### config.mk
export PLATFORM = sky130hd
export DESIGN_NAME = closest_hit_collector
export DESIGN_NICKNAME = d
export VERILOG_FILES = /design/src/rtl/rt_pkg.sv /design/src/rtl/hit_rec_fifo.sv /design/src/rtl/closest_hit_collector.sv
export SDC_FILE = /design/constraint.sdc
export NUM_CORES = 1
export LEC_CHECK = 0
export CORE_MARGIN = 2
export CORE_UTILIZATION = 58
export DETAILED_ROUTE_END_ITERATION = 8
export GPL_ROUTABILITY_DRIVEN = 0
export PLACE_DENSITY = 0.82
export SKIP_LAST_GASP = 1
export SYNTH_ARGS = -nofsm -noshare
export SYNTH_HDL_FRONTEND = slang
export SYNTH_SLANG_ARGS = --single-unit
export TNS_END_PERCENT = 1
### constraint.sdc
create_clock -name i_clk -period 4.1 [get_ports i_clk]
set_input_delay 0.615 -clock i_clk [delete_from_list [all_inputs] [get_ports i_clk]]
set_output_delay 0.615 -clock i_clk [all_outputs]
set_load 0.05 [all_outputs]
### src/rtl/rt_pkg.sv
// rtl/rt_pkg.sv - shared ray-tracing types: fixed-point t, hit record, collector states
// Optional macro CLOSEST_HIT_STATS_EN adds a per-record hit count field.
package rt_pkg;

  typedef logic signed [31:0] fip;

  localparam fip FIP_ONE = 32'sh0001_0000;
  localparam fip FIP_MAX = 32'sh7fff_ffff;
  localparam fip FIP_MIN = 32'sh8000_0000;

  // Record index fields are fixed at this width; narrower IDX_W values are zero-extended.
  localparam int REC_IDX_W = 32;

  typedef struct packed {
    logic                 hit;
    fip                   t;
    logic [REC_IDX_W-1:0] tri_idx;
`ifdef CLOSEST_HIT_STATS_EN
    logic [REC_IDX_W-1:0] hit_cnt;
`endif
  } hit_rec_t;

  typedef enum logic [1:0] {
    ST_IDLE  = 2'd0,
    ST_ACCUM = 2'd1,
    ST_PUSH  = 2'd2
  } chc_state_e;

endpackage

### src/rtl/hit_rec_fifo.sv
// rtl/hit_rec_fifo.sv - show-ahead synchronous FIFO of hit records
// A push into a full FIFO is accepted when a pop happens in the same cycle.
module hit_rec_fifo
  import rt_pkg::*;
#(
  parameter int DEPTH = 4
) (
  input  logic     clk,
  input  logic     rstn,
  input  logic     push,
  input  hit_rec_t wdata,
  input  logic     pop,
  output hit_rec_t rdata,
  output logic     full,
  output logic     empty
);

  localparam int AW = $clog2(DEPTH);

  hit_rec_t      mem [DEPTH];
  logic [AW:0]   wr_ptr;
  logic [AW:0]   rd_ptr;
  logic          wr_en;
  logic          rd_en;

  assign empty = (wr_ptr == rd_ptr);
  assign full  = (wr_ptr[AW] != rd_ptr[AW]) && (wr_ptr[AW-1:0] == rd_ptr[AW-1:0]);
  assign rd_en = pop && !empty;
  assign wr_en = push && (!full || rd_en);
  assign rdata = mem[rd_ptr[AW-1:0]];

  always_ff @(posedge clk) begin
    if (!rstn) begin
      wr_ptr <= '0;
      rd_ptr <= '0;
    end else begin
      if (wr_en) wr_ptr <= wr_ptr + (AW+1)'(1);
      if (rd_en) rd_ptr <= rd_ptr + (AW+1)'(1);
    end
  end

  always_ff @(posedge clk) begin
    if (wr_en) mem[wr_ptr[AW-1:0]] <= wdata;
  end

endmodule

### src/rtl/closest_hit_collector.sv
// rtl/closest_hit_collector.sv - per-batch nearest-hit tracker feeding a record FIFO
// Optional macro CLOSEST_HIT_STATS_EN adds o_hit_cnt (hit beats per batch).
module closest_hit_collector
  import rt_pkg::*;
#(
  parameter int FIFO_DEPTH = 4,
  parameter int IDX_W      = 32
) (
  input  logic             i_clk,
  input  logic             i_rstn,
  input  logic             i_start,
  input  logic [IDX_W-1:0] i_tri_cnt,
  output logic             o_busy,
  input  logic             i_valid,
  input  logic             i_result,
  input  logic [31:0]      i_t,
  output logic             o_valid,
  input  logic             i_ready,
  output logic             o_hit,
  output logic [31:0]      o_t,
  output logic [IDX_W-1:0] o_tri_idx,
`ifdef CLOSEST_HIT_STATS_EN
  output logic [IDX_W-1:0] o_hit_cnt,
`endif
  output logic             o_err
);

  chc_state_e       state, state_nxt;
  logic [IDX_W-1:0] rem;
  logic [IDX_W-1:0] idx;
  logic [IDX_W-1:0] idx_min;
  fip               t_min;
  fip               t_in;
  logic             hit;
  logic             err;
`ifdef CLOSEST_HIT_STATS_EN
  logic [IDX_W-1:0] hit_cnt;
`endif

  logic     fifo_push;
  logic     fifo_pop;
  logic     fifo_full;
  logic     fifo_empty;
  logic     push_done;
  hit_rec_t wrec;
  hit_rec_t hrec;

  assign t_in     = fip'(i_t);
  assign fifo_pop = !fifo_empty && i_ready;
  // Full is not a stall when the consumer frees a slot this same cycle.
  assign push_done = (state == ST_PUSH) && (!fifo_full || fifo_pop);

  always_ff @(posedge i_clk) begin
    if (!i_rstn) state <= ST_IDLE;
    else         state <= state_nxt;
  end

  always_comb begin
    state_nxt = state;
    fifo_push = 1'b0;
    case (state)
      ST_IDLE: begin
        if (i_start) state_nxt = (i_tri_cnt == '0) ? ST_PUSH : ST_ACCUM;
      end
      ST_ACCUM: begin
        if (i_valid && rem == IDX_W'(1)) state_nxt = ST_PUSH;
      end
      ST_PUSH: begin
        fifo_push = 1'b1;
        if (push_done) state_nxt = ST_IDLE;
      end
      default: state_nxt = ST_IDLE;
    endcase
  end

  always_ff @(posedge i_clk) begin
    if (!i_rstn) begin
      rem     <= '0;
      idx     <= '0;
      idx_min <= '0;
      t_min   <= FIP_MAX;
      hit     <= 1'b0;
      err     <= 1'b0;
`ifdef CLOSEST_HIT_STATS_EN
      hit_cnt <= '0;
`endif
    end else begin
      if (state == ST_IDLE && i_start) begin
        rem     <= i_tri_cnt;
        idx     <= '0;
        idx_min <= '0;
        t_min   <= FIP_MAX;
        hit     <= 1'b0;
`ifdef CLOSEST_HIT_STATS_EN
        hit_cnt <= '0;
`endif
      end
      if (state == ST_ACCUM && i_valid) begin
        // Strict compare keeps the earlier index on ties.
        if (i_result && (t_in < t_min)) begin
          t_min   <= t_in;
          idx_min <= idx;
          hit     <= 1'b1;
        end
        idx <= idx + IDX_W'(1);
        rem <= rem - IDX_W'(1);
`ifdef CLOSEST_HIT_STATS_EN
        if (i_result) hit_cnt <= hit_cnt + IDX_W'(1);
`endif
      end
      if (i_valid && state != ST_ACCUM) err <= 1'b1;
    end
  end

  always_comb begin
    wrec         = '0;
    wrec.hit     = hit;
    wrec.t       = t_min;
    wrec.tri_idx = REC_IDX_W'(idx_min);
`ifdef CLOSEST_HIT_STATS_EN
    wrec.hit_cnt = REC_IDX_W'(hit_cnt);
`endif
  end

  hit_rec_fifo #(
    .DEPTH (FIFO_DEPTH)
  ) u_fifo (
    .clk   (i_clk),
    .rstn  (i_rstn),
    .push  (fifo_push),
    .wdata (wrec),
    .pop   (fifo_pop),
    .rdata (hrec),
    .full  (fifo_full),
    .empty (fifo_empty)
  );

  assign o_busy  = (state != ST_IDLE);
  assign o_valid = !fifo_empty;
  assign o_err   = err;

  always_comb begin
    o_hit     = 1'b0;
    o_t       = '0;
    o_tri_idx = '0;
`ifdef CLOSEST_HIT_STATS_EN
    o_hit_cnt = '0;
`endif
    if (!fifo_empty) begin
      o_hit     = hrec.hit;
      o_t       = hrec.t;
      o_tri_idx = hrec.tri_idx[IDX_W-1:0];
`ifdef CLOSEST_HIT_STATS_EN
      o_hit_cnt = hrec.hit_cnt[IDX_W-1:0];
`endif
    end
  end

endmodule

## Word-level counts from Yosys, hierarchy flattened

Memories as Yosys holds them, arrays and structs flattened. A register that Yosys moved wholly into a read port is not among the register bits.
Index checks and enable logic that the tools add are counted.

- Reductions and logical operators: 19
- Equality and inequality tests: 10
- Magnitude comparators: 1
- $add $sub $neg: 4
- Mux-type cells: 26

Operators with widths:

| kind | count |
|---|---|
| 2-to-1 mux 32 bit | 12 |
| adder 32 x 1 -> 32 bit (second input constant) | 1 |
| equality test 32 x 1 -> 1 bit (second input constant) | 1 |
| zero test 32 bit | 1 |
| < comparator 32 bit | 1 |
| subtractor 32 x 1 -> 32 bit (second input constant) | 1 |
| 2-to-1 mux 2 bit | 6 |
| logical AND 1 bit | 10 |
| 2-to-1 mux 1 bit | 7 |
| adder 3 x 1 -> 3 bit (second input constant) | 2 |
| != test 2 bit (second input constant) | 3 |
| one-hot mux 2 bit (3 select lines) | 1 |
| nonzero test 2 bit | 2 |
| equality test 3 bit | 1 |
| AND reduction 3 bit | 1 |
| equality test 2 x 1 -> 1 bit (second input constant) | 1 |
| equality test 2 bit | 1 |
| equality test 2 bit (second input constant) | 1 |
| zero test 1 bit | 2 |
| zero test 2 bit | 1 |
| logical OR 1 bit | 2 |
| != test 2 x 1 -> 1 bit (second input constant) | 1 |
| != test 1 bit | 1 |

- Bits in writable memories: 260
- Input port bits: 70
- Word-level logic and storage cells: 70
- Memories: 1
- Output and inout port bits: 68
- Bits in registers: 138

Memory list:

| name | depth | bits a word | rd ports | clocked after memory_dff | write ports | RTL line | text |
|---|---|---|---|---|---|---|---|
| u_fifo.mem | 4 | 65 | 1 | 1 | 1 | hit_rec_fifo.sv:20 | `hit_rec_t mem [DEPTH];` |

## Logic depth before layout (Yosys ltp)

- Depth in word-level cells: 8
- Gate-level depth with buffers: 11
- Mapped depth without buffers: 9

## By module

A second synthesis with hierarchy kept.

- Cell total of the unflattened synthesis: 1451
- Area total of the unflattened synthesis: 18313.8 µm²

Modules (own cells, without submodules):

| module | cells each | instances | sequential area each (µm²) | area an instance (µm²) |
|---|---|---|---|---|
| hit_rec_fifo | 393 | 1 | 7967.6 | 9899.5 |
| closest_hit_collector | 1058 | 1 | 2642.5 | 8414.3 |

## Least setup slack after synthesis

Ideal clock, no wire load.

- Path type: input to register
- From: input i_ready
- To: register u_fifo.wr_ptr[2]
- Data required time: 3985 ps
- Setup time: 115 ps
- Stages: 5
- Buffers on the path: 0
- Slack: 871 ps
- Arrival time: 3114 ps
- Cells stage by stage: nor3_1 -> nor3b_1 -> and2_1 -> xor2_1 -> and2_1

- Cells in the longest elaborated chain, start to end: 4

Ends and longest elaborated chain:

| element | RTL line | text |
|---|---|---|
| start, declared | closest_hit_collector.sv:18 | `input logic i_ready,` |
| logical AND 1 bit | closest_hit_collector.sv:49 | `assign fifo_pop = !fifo_empty && i_ready;` |
| logical AND 1 bit | hit_rec_fifo.sv:28 | `assign rd_en = pop && !empty;` |
| logical OR 1 bit | hit_rec_fifo.sv:29 | `assign wr_en = push && (!full \|\| rd_en);` |
| logical AND 1 bit | hit_rec_fifo.sv:29 |  |
| end signal, assigned | hit_rec_fifo.sv:37 | `if (wr_en) wr_ptr <= wr_ptr + (AW+1)'(1);` |
| end, declared | hit_rec_fifo.sv:21 | `logic [AW:0] wr_ptr;` |

No other way between the ends.
A chain may end at the register's enable or synchronous reset.

==> results.yml <==
timing:
  final_hold_viol_count: 0
  fin_ws_ns: 0.513
  finalCritPeriodShare_pct: 87.5
  tightest_slew_ns: 0.833
  setup_viol: 0
  clock.fmax_mhz: 279
  relSlewSlack_pct: 44.3
  clock_skew_ns: 0.0223
  tns_ns: 0
  slew_viol_final: 0
  period_minus_slack_ns: 3.59
  rsz0062_at_grt: "no"
floorplan:
  ioPinCount: 138
  dieArea_mm2: 0.0296
  design.core.area_mm2: 0.0278
  num_rows: 61
  start_util_pct: 59.0
  die_x_um: 172
  die_h_um: 172
power_and_ir_drop:
  power.density_mw_per_mm2: 461
  power_frac_seq_pct: 48.2
  internal-power_uw: 6830
  p_leak_uw: 0.00647
  p_sw_share_pct: 24.4
  vdd_drop_max_uv: 265
  power.switching_uw: 2200
  combPwrFrac_pct: 12.4
  pwr-share-clk_pct: 39.4
routing:
  first_iter_violations: 914
  route.detailed.drc: 0
  routed_wl_mm: 35.6
  vias: 10600
  wire_per_inst_um: 20.7
  first_pass_iters: 5
  viasPerCell: 6.14
  ant_nets: 0
clock_network:
  cts.clk_slew.worst_paths_ns: 0.06
  htree_levels: 2
  post_cts_buffers: 0
  clock_latency_ns: 0.53
  cts_resized: 0
  cts.sinks: 400
  cts-buffers-inserted: 39
  cts_tree: "built"
  cts_root_buffer: "clkbuf_16"
  postCtsHoldBufs: 0
  cts_buffer_depth: 3
place:
  post-place-ws_ns: 0.261
  place.port_buffers: 137
  dp_hpwl_mm: 21.5
logic_synthesis:
  yosysUniqueCellTypes: 59
  syn_area_mm2: 0.0164
  yosysWarnings: 0
  synth_edf_count: 260
  async_flop_share_pct: 0
  ys_ff_latch: 400
  synth_nets: 1282
  avgSynthCellArea_um2: 14.0
  ys_seq_area_share_pct: 64.7
  ys.flop_type: "edfxtp_1"
  synth_cells: 1173
finish:
  mostFrequentLayoutCell: "edfxtp_1"
  final_cell_mix: "edfxtp_1 (260), dfxtp_1 (138), clkdlybuf4s50_1 (137), and2_1 (75), a21oi_1 (70)"
  diodes: 0
  final_util_pct: 70.6
  area_delta_synth_final_pct: 19.6
  regArea_mm2: 0.0106
  multi_input_area_mm2: 0.00540
  drive_above_1_share_pct: 12.3
  num-nets-final: 1423
  fill_cells: 1766
setup_path:
  cp.required_ns: 3.48
  cp_cell_sequence: "buf_12, mux4_2, and2_1, clkdlybuf4s50_1"
  slowest_delay_ns: 0.72
  path_delay_family: "buffers and inverters"
  worstSetupPathType: "register to output pin"
  cpMaxStageDelayCell: "clkdlybuf4s50_1"
  cp_num_buf_inv: 2
  cp_data_arrival_time_ns: 2.97
  critPathLaunchType: "register"
  cp-end-kind: "output pin"
  crit_fanout: 37
global_route:
  track_usage_pct: 24.1
  grt_pass1_vias: 10400
  antenna_found_initial: 0
  grt_pass1_wl_mm: 55.1
  grt_max_degree: 66
  grt_overflow: 0
job:
  drv_cap: 0
worst_hold_path:
  hold_path_class: "register to register"
status:
  outcome: "finished, final reports clean"
==> worst reg2reg max path: stages, from the launching register on <==
cell and delay [ns]:
dfxtp_1 0.39, inv_1 0.09, ha_1 0.30, nand4_1 0.14
or3_1 0.43, a2111oi_0 0.57, o41a_1 0.25, o31ai_1 0.15
nor3_4 0.16, buf_4 0.38, a22o_1 0.23
==> per-stage QoR <==
step	hold WS (ns)	instance area [um^2]	total power [uW]	instances
final	0.459	19600	9040	1722
after global routing	0.474	19600	9300	1722
after CTS	0.457	19600	9090	1722
after detailed placement	0.444	18300	5550	1651
after global placement	0.438	18300	5530	1651
after floorplan	0.443	16400	5160	1173
==> final cells by class <==
cell class | count | share of cell area [%]
multi-input combinational | 667 | 27.6
tap | 378 | 2.41
clock inverter | 20 | 1.12
sequential | 400 | 54.1
clock buffer | 51 | 5.47
inverter | 43 | 0.823
timing repair buffer | 163 | 8.50
==> power by group through the flow <==
stage	Clock, uW	Combinational, uW	Sequential [uW]
4_1_cts	3620	1120	4360
2_1_floorplan	0	739	4420
5_1_grt	3750	1190	4360
6_report	3560	1120	4360
3_5_place_dp	0	1110	4440
3_3_place_gp	0	1100	4440
==> sequential cells by signal, summed over array words and instances, names as in the netlist, named ones only <==
signal	cells
hit	1
idx	32
idx_min	32
o_err	1
rem	32
state	2
t_min	32
u_fifo.mem	260
u_fifo.rd_ptr	3
u_fifo.wr_ptr	3
==> cell families (layout without fill, tap and decap cells) <==
group | Yosys count | after routing | share of synthesized area, %
compound gates | 224 | 224 | 9.47
xor+xnor | 7 | 7 | 0.374
simple gates | 322 | 322 | 10.4
buf+inv | 106 | 277 | 2.47
flops | 400 | 400 | 64.7
fa+ha+maj | 39 | 39 | 2.97
mux | 75 | 75 | 9.63
==> per-layer routing <==
layer | track usage, % | up-vias | share of wire, %
li1 | - | 4798 | -
met1 | 31.3 | 5231 | 40
met2 | 41.1 | 455 | 50
met3 | 3.96 | 90 | 6.7
met4 | 9.06 | 0 | 3.3
met5 | 0 | - | 0
==> path summary, 6_finish.rpt <==
| path | start | cells past startpoint | slack, ns | end |
|---|---|---|---|---|
| setup / recovery | register | 4 | 0.51 | o_tri_idx[29] |
| hold / removal | o_err$_SDFFE_PN0P_ | 2 | 0.46 | o_err$_SDFFE_PN0P_ |
| setup reg to reg | t_min[15]$_SDFF_PN1_ | 10 | 0.93 | t_min[31]$_SDFF_PN0_ |
| hold reg to reg | o_err$_SDFFE_PN0P_ | 2 | 0.46 | o_err$_SDFFE_PN0P_ |
==> cell usage after synthesis, types with 12 or more instances <==
cell type	n	share of area, %
edfxtp_1	260	48
dfxtp_1	140	17
and2_1	79	3.0
a21oi_1	70	2.1
nor2_1	67	1.5
mux4_2	65	8.9
nand2_1	55	1.3
clkbuf_1	51	1.2
inv_1	42	0.96
ha_1	39	3.0
a22o_1	33	1.8
a2bb2oi_1	32	1.7
nand3_1	31	0.95
o21ai_0	26	0.79
nand4_1	18	0.69
nor3_1	17	0.52
nor4_1	12	0.46
Note: power is estimated with default switching activity, not from simulation.
